### config.mk
export PLATFORM = sky130hd
export DESIGN_NAME = cu_pipe_ctrl_flat
export DESIGN_NICKNAME = d
export VERILOG_FILES = /design/src/rtl/cu_pipe_ctrl_if.sv /design/src/rtl/cu_pipe_ctrl.sv /design/src/flat_wrapper.sv
export SDC_FILE = /design/constraint.sdc
export NUM_CORES = 1
export LEC_CHECK = 0
export CAP_MARGIN = 20
export CORE_MARGIN = 2
export CORE_UTILIZATION = 47
export CTS_BUF_LIST = sky130_fd_sc_hd__clkbuf_8
export CTS_CLUSTER_DIAMETER = 60
export DETAILED_ROUTE_END_ITERATION = 12
export PLACE_DENSITY = 0.87
export SYNTH_ARGS = -nofsm -noshare
export SYNTH_HDL_FRONTEND = slang
export SYNTH_SLANG_ARGS = --single-unit
### constraint.sdc
create_clock -name clk -period 3.4 [get_ports clk]
set_clock_uncertainty 0.2 [all_clocks]
set_input_delay 1.02 -clock clk [delete_from_list [all_inputs] [get_ports clk]]
set_output_delay 1.02 -clock clk [all_outputs]
set_load 0.03 [all_outputs]
### src/rtl/cu_pipe_ctrl_if.sv
// cu_pipe_ctrl_if: fetch-side instruction handshake and execute-side control
// bundle of the pipelined control unit, bundled into one port.
interface cu_pipe_ctrl_if #(
  parameter int ALUC_W = 5
);
  logic              in_valid;
  logic              in_ready;
  logic [31:0]       instr;
  logic              out_valid;
  logic              out_ready;
  logic [ALUC_W-1:0] alu_control;
  logic              alusrc_b;
  logic              regdst;
  logic              memwrite;
  logic              memread;
  logic              branch;
  logic              jump;
  logic              memtoreg;
  logic              regwrite;
  logic              hilo_write;
  logic              illegal;
  logic              md_busy;

  // Environment side: supplies instructions and downstream backpressure.
  modport master (
    output in_valid, instr, out_ready,
    input  in_ready, out_valid, alu_control, alusrc_b, regdst, memwrite,
           memread, branch, jump, memtoreg, regwrite, hilo_write, illegal,
           md_busy
  );

  // Control-unit side.
  modport slave (
    input  in_valid, instr, out_ready,
    output in_ready, out_valid, alu_control, alusrc_b, regdst, memwrite,
           memread, branch, jump, memtoreg, regwrite, hilo_write, illegal,
           md_busy
  );
endinterface

### src/rtl/cu_pipe_ctrl.sv
// cu_pipe_ctrl: registered instruction decoder with a valid/ready output
// stage and a multiply/divide occupancy tracker that stalls HI/LO users.
module cu_pipe_ctrl #(
  parameter int ALUC_W     = 5,
  parameter int MUL_CYCLES = 4,
  parameter int DIV_CYCLES = 8
) (
  input logic          clk,
  input logic          reset,
  cu_pipe_ctrl_if.slave bus
);

  localparam int MAX_N = (MUL_CYCLES > DIV_CYCLES) ? MUL_CYCLES : DIV_CYCLES;
  localparam int CNT_W = $clog2(MAX_N + 1);

  localparam logic [4:0] ALU_ADD  = 5'd0;
  localparam logic [4:0] ALU_SUB  = 5'd1;
  localparam logic [4:0] ALU_AND  = 5'd2;
  localparam logic [4:0] ALU_OR   = 5'd3;
  localparam logic [4:0] ALU_XOR  = 5'd4;
  localparam logic [4:0] ALU_NOR  = 5'd5;
  localparam logic [4:0] ALU_SLT  = 5'd6;
  localparam logic [4:0] ALU_SLTU = 5'd7;
  localparam logic [4:0] ALU_SLL  = 5'd8;
  localparam logic [4:0] ALU_SRL  = 5'd9;
  localparam logic [4:0] ALU_SRA  = 5'd10;
  localparam logic [4:0] ALU_LUI  = 5'd11;
  localparam logic [4:0] ALU_MUL  = 5'd12;
  localparam logic [4:0] ALU_MULU = 5'd13;
  localparam logic [4:0] ALU_DIV  = 5'd14;
  localparam logic [4:0] ALU_DIVU = 5'd15;
  localparam logic [4:0] ALU_MFHI = 5'd16;
  localparam logic [4:0] ALU_MFLO = 5'd17;

  typedef enum logic {IDLE, BUSY} md_state_e;

  typedef struct packed {
    logic [ALUC_W-1:0] alu_control;
    logic              alusrc_b;
    logic              regdst;
    logic              memwrite;
    logic              memread;
    logic              branch;
    logic              jump;
    logic              memtoreg;
    logic              regwrite;
    logic              hilo_write;
    logic              illegal;
  } bundle_t;

  logic [5:0]       opcode;
  logic [5:0]       funct;
  logic             instr_unused;
  logic             is_rtype;
  logic             is_mul;
  logic             is_div;
  logic             is_hz;
  logic             md_busy;
  logic             in_ready;
  logic             accept;
  bundle_t          dec;
  bundle_t          bundle_d;
  bundle_t          bundle_q;
  logic             out_valid_d;
  logic             out_valid_q;
  md_state_e        state_d;
  md_state_e        state_q;
  logic [CNT_W-1:0] cnt_d;
  logic [CNT_W-1:0] cnt_q;

  assign opcode       = bus.instr[31:26];
  assign funct        = bus.instr[5:0];
  assign instr_unused = ^bus.instr[25:6];

  assign is_rtype = (opcode == 6'b000000);
  assign is_mul   = is_rtype && ((funct == 6'b011000) || (funct == 6'b011001));
  assign is_div   = is_rtype && ((funct == 6'b011010) || (funct == 6'b011011));
  assign is_hz    = is_mul || is_div ||
                    (is_rtype && ((funct == 6'b010000) || (funct == 6'b010010)));

  // HI/LO users wait for the multiply/divide unit; everything else flows.
  assign md_busy  = (state_q == BUSY);
  assign in_ready = (!out_valid_q || bus.out_ready) && !(md_busy && is_hz);
  assign accept   = bus.in_valid && in_ready;

  // Decode the incoming instruction into a control bundle; illegal ones collapse to a bare flag.
  always_comb begin
    dec = '0;
    dec.alu_control = ALUC_W'(ALU_ADD);
    if (is_rtype) begin
      dec.regdst     = 1'b1;
      dec.hilo_write = is_mul || is_div;
      dec.regwrite   = !(is_mul || is_div);
      case (funct)
        6'b000000, 6'b000100: dec.alu_control = ALUC_W'(ALU_SLL);
        6'b000010, 6'b000110: dec.alu_control = ALUC_W'(ALU_SRL);
        6'b000011, 6'b000111: dec.alu_control = ALUC_W'(ALU_SRA);
        6'b010000:            dec.alu_control = ALUC_W'(ALU_MFHI);
        6'b010010:            dec.alu_control = ALUC_W'(ALU_MFLO);
        6'b011000:            dec.alu_control = ALUC_W'(ALU_MUL);
        6'b011001:            dec.alu_control = ALUC_W'(ALU_MULU);
        6'b011010:            dec.alu_control = ALUC_W'(ALU_DIV);
        6'b011011:            dec.alu_control = ALUC_W'(ALU_DIVU);
        6'b100000, 6'b100001: dec.alu_control = ALUC_W'(ALU_ADD);
        6'b100010, 6'b100011: dec.alu_control = ALUC_W'(ALU_SUB);
        6'b100100:            dec.alu_control = ALUC_W'(ALU_AND);
        6'b100101:            dec.alu_control = ALUC_W'(ALU_OR);
        6'b100110:            dec.alu_control = ALUC_W'(ALU_XOR);
        6'b100111:            dec.alu_control = ALUC_W'(ALU_NOR);
        6'b101010:            dec.alu_control = ALUC_W'(ALU_SLT);
        6'b101011:            dec.alu_control = ALUC_W'(ALU_SLTU);
        default:              dec.illegal     = 1'b1;
      endcase
    end else begin
      case (opcode[5:3])
        3'b100: begin
          dec.alusrc_b = 1'b1;
          dec.memread  = 1'b1;
          dec.memtoreg = 1'b1;
          dec.regwrite = 1'b1;
        end
        3'b101: begin
          dec.alusrc_b = 1'b1;
          dec.memwrite = 1'b1;
        end
        3'b001: begin
          dec.alusrc_b = 1'b1;
          dec.regwrite = 1'b1;
          case (opcode[2:0])
            3'b000, 3'b001: dec.alu_control = ALUC_W'(ALU_ADD);
            3'b010, 3'b011: dec.alu_control = ALUC_W'(ALU_SLT);
            3'b100:         dec.alu_control = ALUC_W'(ALU_AND);
            3'b101:         dec.alu_control = ALUC_W'(ALU_OR);
            3'b110:         dec.alu_control = ALUC_W'(ALU_XOR);
            default:        dec.alu_control = ALUC_W'(ALU_LUI);
          endcase
        end
        3'b000: begin
          if (opcode[2]) begin
            dec.branch      = 1'b1;
            dec.alu_control = ALUC_W'(ALU_SUB);
          end else if (opcode[1]) begin
            dec.jump = 1'b1;
          end else begin
            dec.illegal = 1'b1;
          end
        end
        default: dec.illegal = 1'b1;
      endcase
    end
    if (dec.illegal) begin
      dec             = '0;
      dec.illegal     = 1'b1;
      dec.alu_control = ALUC_W'(ALU_ADD);
    end
  end

  // Output stage: load on accept, drop valid once drained, otherwise hold everything.
  always_comb begin
    bundle_d    = bundle_q;
    out_valid_d = out_valid_q;
    if (accept) begin
      bundle_d    = dec;
      out_valid_d = 1'b1;
    end else if (bus.out_ready) begin
      out_valid_d = 1'b0;
    end
  end

  // Occupancy tracker: arm on an accepted mul/div longer than one cycle, count down freely.
  always_comb begin
    state_d = state_q;
    cnt_d   = cnt_q;
    case (state_q)
      IDLE: begin
        if (accept && is_mul && (MUL_CYCLES > 1)) begin
          state_d = BUSY;
          cnt_d   = CNT_W'(MUL_CYCLES - 1);
        end else if (accept && is_div && (DIV_CYCLES > 1)) begin
          state_d = BUSY;
          cnt_d   = CNT_W'(DIV_CYCLES - 1);
        end
      end
      BUSY: begin
        if (cnt_q == CNT_W'(1)) begin
          state_d = IDLE;
          cnt_d   = '0;
        end else begin
          cnt_d = cnt_q - CNT_W'(1);
        end
      end
      default: begin
        state_d = IDLE;
        cnt_d   = '0;
      end
    endcase
  end

  // State registers, cleared asynchronously.
  always_ff @(posedge clk or posedge reset) begin
    if (reset) begin
      bundle_q    <= '0;
      out_valid_q <= 1'b0;
      state_q     <= IDLE;
      cnt_q       <= '0;
    end else begin
      bundle_q    <= bundle_d;
      out_valid_q <= out_valid_d;
      state_q     <= state_d;
      cnt_q       <= cnt_d;
    end
  end

  assign bus.in_ready    = in_ready;
  assign bus.out_valid   = out_valid_q;
  assign bus.md_busy     = md_busy;
  assign bus.alu_control = bundle_q.alu_control;
  assign bus.alusrc_b    = bundle_q.alusrc_b;
  assign bus.regdst      = bundle_q.regdst;
  assign bus.memwrite    = bundle_q.memwrite;
  assign bus.memread     = bundle_q.memread;
  assign bus.branch      = bundle_q.branch;
  assign bus.jump        = bundle_q.jump;
  assign bus.memtoreg    = bundle_q.memtoreg;
  assign bus.regwrite    = bundle_q.regwrite;
  assign bus.hilo_write  = bundle_q.hilo_write;
  assign bus.illegal     = bundle_q.illegal;

endmodule

### src/flat_wrapper.sv
// flat-port wrapper written by rule: the top's interface ports become plain ports
module cu_pipe_ctrl_flat 
#(
  parameter int ALUC_W     = 5,
  parameter int MUL_CYCLES = 4,
  parameter int DIV_CYCLES = 8
)
  (clk, reset, bus_in_valid, bus_instr, bus_out_ready, bus_in_ready, bus_out_valid, bus_alu_control, bus_alusrc_b, bus_regdst, bus_memwrite, bus_memread, bus_branch, bus_jump, bus_memtoreg, bus_regwrite, bus_hilo_write, bus_illegal, bus_md_busy);
  cu_pipe_ctrl_if #(.ALUC_W(ALUC_W)) bus_i ();
  input logic clk;
  input logic reset;
  input wire logic [$bits(bus_i.in_valid)-1:0] bus_in_valid;
  input wire logic [$bits(bus_i.instr)-1:0] bus_instr;
  input wire logic [$bits(bus_i.out_ready)-1:0] bus_out_ready;
  output wire logic [$bits(bus_i.in_ready)-1:0] bus_in_ready;
  output wire logic [$bits(bus_i.out_valid)-1:0] bus_out_valid;
  output wire logic [$bits(bus_i.alu_control)-1:0] bus_alu_control;
  output wire logic [$bits(bus_i.alusrc_b)-1:0] bus_alusrc_b;
  output wire logic [$bits(bus_i.regdst)-1:0] bus_regdst;
  output wire logic [$bits(bus_i.memwrite)-1:0] bus_memwrite;
  output wire logic [$bits(bus_i.memread)-1:0] bus_memread;
  output wire logic [$bits(bus_i.branch)-1:0] bus_branch;
  output wire logic [$bits(bus_i.jump)-1:0] bus_jump;
  output wire logic [$bits(bus_i.memtoreg)-1:0] bus_memtoreg;
  output wire logic [$bits(bus_i.regwrite)-1:0] bus_regwrite;
  output wire logic [$bits(bus_i.hilo_write)-1:0] bus_hilo_write;
  output wire logic [$bits(bus_i.illegal)-1:0] bus_illegal;
  output wire logic [$bits(bus_i.md_busy)-1:0] bus_md_busy;
  assign bus_i.in_valid = bus_in_valid;
  assign bus_i.instr = bus_instr;
  assign bus_i.out_ready = bus_out_ready;
  assign bus_in_ready = bus_i.in_ready;
  assign bus_out_valid = bus_i.out_valid;
  assign bus_alu_control = bus_i.alu_control;
  assign bus_alusrc_b = bus_i.alusrc_b;
  assign bus_regdst = bus_i.regdst;
  assign bus_memwrite = bus_i.memwrite;
  assign bus_memread = bus_i.memread;
  assign bus_branch = bus_i.branch;
  assign bus_jump = bus_i.jump;
  assign bus_memtoreg = bus_i.memtoreg;
  assign bus_regwrite = bus_i.regwrite;
  assign bus_hilo_write = bus_i.hilo_write;
  assign bus_illegal = bus_i.illegal;
  assign bus_md_busy = bus_i.md_busy;
  cu_pipe_ctrl #(.ALUC_W(ALUC_W), .MUL_CYCLES(MUL_CYCLES), .DIV_CYCLES(DIV_CYCLES)) u_core (.clk(clk), .reset(reset), .bus(bus_i));
endmodule
==> results.json, run 1 <==
{
  "dieArea_mm2": 0.00315,
  "drv_slew": 0,
  "vdd.ir_drop.worst_mv": 0.377,
  "synth_flop_cell": "sky130_fd_sc_hd__dfrtp_1",
  "postSynthNetCount": 185,
  "max_freq_ghz": 0.296,
  "grt_start_max_net_pins": 21,
  "min_delay_path_depth": 1,
  "clkPwrFrac_pct": 31.4,
  "die-width_um": 56.1,
  "drt_first_pass_iters": 4,
  "detail_route.wirelength.met1_um": 1400,
  "number_of_antenna_violations_at_the_first_check_in_global_routing": 0,
  "antenna_left": 0,
  "vias": 1322,
  "routed_wire_length_per_instance_um": 15.5,
  "areaGrowthSynthToFinish_pct": 45.3,
  "slew_headroom_pct": 48.4,
  "max_slew.worst_pin.slew_ns": 0.773,
  "setup_violations": 0,
  "gp_congestion": 0.958,
  "syn_avg_cell_area_um2": 8.67,
  "design_power_total_w": 0.000787,
  "core_area_mm2": 0.00252,
  "io-pin-count": 54,
  "synth_enable_flop_cells": 0,
  "drt_first_iter_violations": 41,
  "timing.critical_path.required_ns": 2.18,
  "period_needed_ns": 3.38,
  "r2r_path_start": "u_core.bus.md_busy",
  "p_sw_w": 0.000245,
  "hold_start": "u_core.bus.hilo_write",
  "global_route.overflow_total": 0,
  "clockRootBuffer": "sky130_fd_sc_hd__clkbuf_8",
  "placed_area_mm2": 0.00177,
  "synth_seq_cells": 20,
  "design.final.nets": 236,
  "criticalPathCategory": "input pin to primary output",
  "antennaDiodeCount": 0,
  "ys_warn_count": 0,
  "synth_cell_type_count": 41,
  "r2r_cells": 6,
  "die_height_um": 56.1,
  "wl_met2_um": 1780,
  "worstHoldPathType": "flip-flop to flip-flop",
  "pwr-share-seq_pct": 38.1,
  "clock_sinks": 20,
  "number_of_instances_in_the_synthesized_netlist": 147,
  "pwr_density_cell_mw_per_mm2": 425,
  "worst_hold_slack_ns": 0.281,
  "timing.critical_path.slowest_stage_cell": "sky130_fd_sc_hd__nor4_4",
  "postCtsHoldBufs": 0,
  "timing.final.crit_share_pct": 99.5,
  "drc": 0,
  "timing_hold_violations_final": 0,
  "async_flop_share_pct": 100,
  "sequential_area_share_after_synthesis_pct": 39.3,
  "largest_reg_flops": 5,
  "globalRouteTotalUtil_pct": 23.9,
  "internal-power_w": 0.000542,
  "rsz0062_at_grt": "false",
  "startpoint_type": "input pin",
  "maximum_count_of_clock_buffers_along_a_single_path": 2,
  "cpPeakStageDelay_ns": 0.36,
  "layout_cells_sized_above_1_pct": 17.3,
  "post_synth_instance_area_mm2": 0.00127,
  "via_count_of_the_first_global_routing_pass": 1313,
  "maxCapViolations": 0,
  "mostFrequentLayoutCells": "26 x sky130_fd_sc_hd__clkdlybuf4s50_1, 24 x sky130_fd_sc_hd__buf_4, 20 x sky130_fd_sc_hd__dfrtp_1, 18 x sky130_fd_sc_hd__nand2_1, 12 x sky130_fd_sc_hd__o21ai_0",
  "clk-insertion-delay-late_ns": 0.27,
  "cts_tree": "done",
  "status": "complete, no violations",
  "placement.io_buffers": 33,
  "critical_path.cell_chain": "dlygate4sd2_1, nor4_4, nand4_4, o21a_1, buf_4",
  "worst_ep_arrival_time_ns": 2.16,
  "detailroute.wirelength.met3_um": 252,
  "power.switching_fraction_pct": 31.1,
  "floorplan.initialDensity_pct": 50.5,
  "detailed_place_hpwl_um": 2650,
  "post_route_cell_area_mm2": 0.00185,
  "grt_pass1_wl_um": 5910,
  "placement_rows": 18,
  "route.final.wire_length_um": 3530,
  "highest-signal-layer": "met4",
  "cts_h_tree_lvls": 1,
  "worstSetupStartpoint": "bus_instr[26]",
  "power.combinational.fraction_pct": 30.5,
  "power.leakage_nw": 0.829,
  "layout.cells.most_common": "sky130_fd_sc_hd__clkdlybuf4s50_1",
  "clkTransAtPathRegs_ns": 0.08,
  "critPathMaxFanout": 2,
  "number_of_vias_per_cell_after_detailed_routing": 5.82,
  "cts_made_buffers": 3,
  "worst_setup_path_end_kind": "primary output"
}
## synth_stat cells (3+ instances only)
cell type                  instances  area (um2)
sky130_fd_sc_hd__a21oi_1          10        50.1
sky130_fd_sc_hd__nor2b_1           7        43.8
sky130_fd_sc_hd__a31oi_1           4        25.0
sky130_fd_sc_hd__o21ai_0          12        60.1
sky130_fd_sc_hd__clkbuf_1          7        26.3
sky130_fd_sc_hd__nor2_1            5        18.8
sky130_fd_sc_hd__dfrtp_1          20         500
sky130_fd_sc_hd__inv_1             9        33.8
sky130_fd_sc_hd__nand2b_1          7        43.8
sky130_fd_sc_hd__o31ai_1           4        30.0
sky130_fd_sc_hd__a21o_1            3        22.5
sky130_fd_sc_hd__nand2_1          18        67.6
sky130_fd_sc_hd__nor3_1            5        25.0
## path summary, 6_finish.rpt
path,to,slack [ns]
min in group asynchronous,u_core.bus.regdst,0.99
setup / recovery,bus_in_ready,0.02
hold reg to reg,u_core.bus.hilo_write,0.28
hold / removal,u_core.bus.hilo_write,0.28
max in group asynchronous,u_core.bus.md_busy,1.53
setup reg to reg,u_core.bus.alu_control[3],1.54
## power by group through the flow
stage / clock network, W / logic (W) / registers, W
2_1_floorplan: 0 / 0.000126 / 0.000320
3_3_place_gp: 0 / 0.000226 / 0.000302
3_5_place_dp: 0 / 0.000240 / 0.000304
4_1_cts: 0.000248 / 0.000239 / 0.000300
5_1_grt: 0.000258 / 0.000267 / 0.000307
6_report: 0.000247 / 0.000240 / 0.000300
## kinds of logic after synthesis
logic type	synth area share [%]
AND/OR/NAND/NOR	26.6
XOR/XNOR	1.37
adder cells (fa/ha/maj)	1.96
multiplexers	1.57
buffers and inverters	6.08
flip-flops	39.3
AO/OA/AOI/OAI	23.2
## per-layer routing
metal,up-vias,global-route usage [%]
li1,624,-
met3,11,5.58
met1,621,26.2
met2,66,43.5
met5,-,0
met4,0,10.2
## layout make-up
type	instances	area, um2
Sequential cell	20	500
Fill cell	193	669
Multi-Input combinational cell	108	709
Clock inverter	1	30.0
Tap cell	30	37.5
Timing Repair Buffer	56	500
Inverter	9	33.8
Clock buffer	3	41.3
## timing repair
action / 4_1_cts / 5_1_grt
setup endpoints to repair: 1 / 1
resized for setup: 11 / 5
pin swaps: 1 / 4
setup buffers: 0 / 0
## stage by stage
step | utilization (%) | setup TNS [ns] | instances | setup slack [ns]
CTS | 73.0 | 0 | 227 | 0.00689
global route | 73.5 | 0 | 227 | 0.00323
finish | 73.5 | 0 | 227 | 0.0176
global placement | 70.2 | -0.603 | 223 | -0.603
detailed placement | 70.2 | -0.608 | 223 | -0.608
floorplan | - | 0 | 147 | 0.263
## worst max-delay path, delay by kind of cell
family / cells / cell delay (ns)
compound gates: 1 / 0.22
buf+inv: 2 / 0.43
simple gates: 2 / 0.49
No activity file was read; power rests on OpenSTA's default activity.
==> inputs of run 2 (changes only) <==
--- a/config.mk
+++ b/config.mk
@@ -12,6 +12,7 @@
 export CTS_CLUSTER_DIAMETER = 60
 export DETAILED_ROUTE_END_ITERATION = 12
 export PLACE_DENSITY = 0.87
+export SETUP_SLACK_MARGIN = 0.3
 export SYNTH_ARGS = -nofsm -noshare
 export SYNTH_HDL_FRONTEND = slang
 export SYNTH_SLANG_ARGS = --single-unit
==> run 2 against run 1 <==
Effect of this change:
- global-route usage is 1.8 points lower
- highest routed layer unchanged
- setup slack improved by 0.23 ns
- via count shrank 2.3%
- fmax grew 7.3%
- non-clock buffer count rose by 3
- clock-buffer cell count is the same
- first-iteration DRC count increased by 22%
- clock power is essentially flat
- final cell count increased by 1.3%
- sequential share of layout area decreased by 0.29 points
- design area is 1.1% higher
==> results.json, run 2 (synthesis results as in run 1) <==
{
  "timing.final.crit_share_pct": 92.7,
  "startpoint_type": "input pin",
  "worst_hold_slack_ns": 0.285,
  "largest_reg_flops": 5,
  "worstHoldPathType": "flip-flop to flip-flop",
  "status": "complete, no violations",
  "cts_tree": "done",
  "via_count_of_the_first_global_routing_pass": 1345,
  "design_power_total_w": 0.000787,
  "postCtsHoldBufs": 0,
  "global_route.overflow_total": 0,
  "vias": 1292,
  "slew_headroom_pct": 48.6,
  "maxCapViolations": 0,
  "vdd.ir_drop.worst_mv": 0.343,
  "number_of_antenna_violations_at_the_first_check_in_global_routing": 0,
  "io-pin-count": 54,
  "timing_hold_violations_final": 0,
  "placement_rows": 18,
  "power.leakage_nw": 0.843,
  "mostFrequentLayoutCells": "26 x sky130_fd_sc_hd__buf_4, 21 x sky130_fd_sc_hd__clkdlybuf4s50_1, 20 x sky130_fd_sc_hd__dfrtp_1, 18 x sky130_fd_sc_hd__nand2_1, 12 x sky130_fd_sc_hd__o21ai_0",
  "drv_slew": 0,
  "max_freq_ghz": 0.317,
  "period_needed_ns": 3.15,
  "clkTransAtPathRegs_ns": 0.08,
  "pwr_density_cell_mw_per_mm2": 420,
  "worst_ep_arrival_time_ns": 1.93,
  "clk-insertion-delay-late_ns": 0.27,
  "die-width_um": 56.1,
  "design.final.nets": 239,
  "antennaDiodeCount": 0,
  "rsz0062_at_grt": "true",
  "globalRouteTotalUtil_pct": 22.1,
  "setup_violations": 0,
  "worst_setup_path_end_kind": "primary output",
  "dieArea_mm2": 0.00315,
  "route.final.wire_length_um": 3440,
  "clockRootBuffer": "sky130_fd_sc_hd__clkbuf_8",
  "detailed_place_hpwl_um": 2560,
  "grt_start_max_net_pins": 21,
  "number_of_vias_per_cell_after_detailed_routing": 5.62,
  "criticalPathCategory": "input pin to primary output",
  "layout.cells.most_common": "sky130_fd_sc_hd__buf_4",
  "timing.critical_path.required_ns": 2.18,
  "antenna_left": 0,
  "drt_first_pass_iters": 4,
  "gp_congestion": 0.917,
  "areaGrowthSynthToFinish_pct": 46.9,
  "maximum_count_of_clock_buffers_along_a_single_path": 2,
  "floorplan.initialDensity_pct": 50.5,
  "drc": 0,
  "grt_pass1_wl_um": 5650,
  "cts_made_buffers": 3,
  "layout_cells_sized_above_1_pct": 21.5,
  "drt_first_iter_violations": 50,
  "clock_sinks": 20,
  "placement.io_buffers": 33,
  "cts_h_tree_lvls": 1,
  "critPathMaxFanout": 2,
  "routed_wire_length_per_instance_um": 14.9,
  "die_height_um": 56.1,
  "core_area_mm2": 0.00252,
  "max_slew.worst_pin.slew_ns": 0.770
}
[run 2: repair_timing]
item	4_1_cts	5_1_grt
pin swaps	5	1
resized for setup	36	0
setup buffers	3	0
setup endpoints to repair	1	1
[run 2: per-layer routing]
| metal | global-route usage, % | part of all wire [%] |
|---|---|---|
| met1 | 26.3 | 42 |
| met2 | 38.5 | 49 |
| met3 | 3.26 | 6.5 |
| met4 | 11.2 | 2.1 |
| met5 | 0 | 0 |
[run 2: metrics by stage]
step           cell area (um2)  std cells  util, %  setup WS (ns)  setup TNS, ns
6_report                  1870        230     74.3          0.247              0
5_1_grt                   1870        230     74.3          0.206              0
4_1_cts                   1870        230     74.3          0.243              0
3_5_place_dp              1770        223     70.3         -0.644         -0.644
3_3_place_gp              1770        223     70.3         -0.623         -0.623
2_1_floorplan             1280        147        -          0.278              0
[run 2: where the power goes]
group	internal, W	switching (W)
Combinational	0.000115	0.000126
Sequential	0.000271	0.0000290
Clock	0.000157	0.0000883
[run 2: cell type report]
| cell class | count | area, um2 |
|---|---|---|
| multi-input combinational | 108 | 713 |
| fill | 194 | 649 |
| timing repair buffer | 59 | 517 |
| sequential | 20 | 500 |
| clock buffer | 3 | 41.3 |
| tap | 30 | 37.5 |
| inverter | 9 | 33.8 |
| clock inverter | 1 | 30.0 |
[run 2: critical path, cell delays in order]
cell,delay [ns]
sky130_fd_sc_hd__dlygate4sd2_1,0.25
sky130_fd_sc_hd__nor2_2,0.18
sky130_fd_sc_hd__nand4_4,0.12
sky130_fd_sc_hd__o21a_2,0.22
sky130_fd_sc_hd__buf_6,0.13
[run 2: path summary, 6_finish.rpt]
kind	startpoint	endpoint	slack [ns]	cells after the start
max	bus_instr[31]	bus_in_ready	0.25	5
min	u_core.bus.hilo_write	u_core.bus.hilo_write	0.28	1
max reg2reg	u_core.bus.md_busy	u_core.bus.alu_control[3]	1.57	6
min reg2reg	u_core.bus.hilo_write	u_core.bus.hilo_write	0.28	1
max in group asynchronous	reset	u_core.bus.alu_control[1]	1.53	2
min in group asynchronous	reset	u_core.bus.alu_control[0]	0.98	2
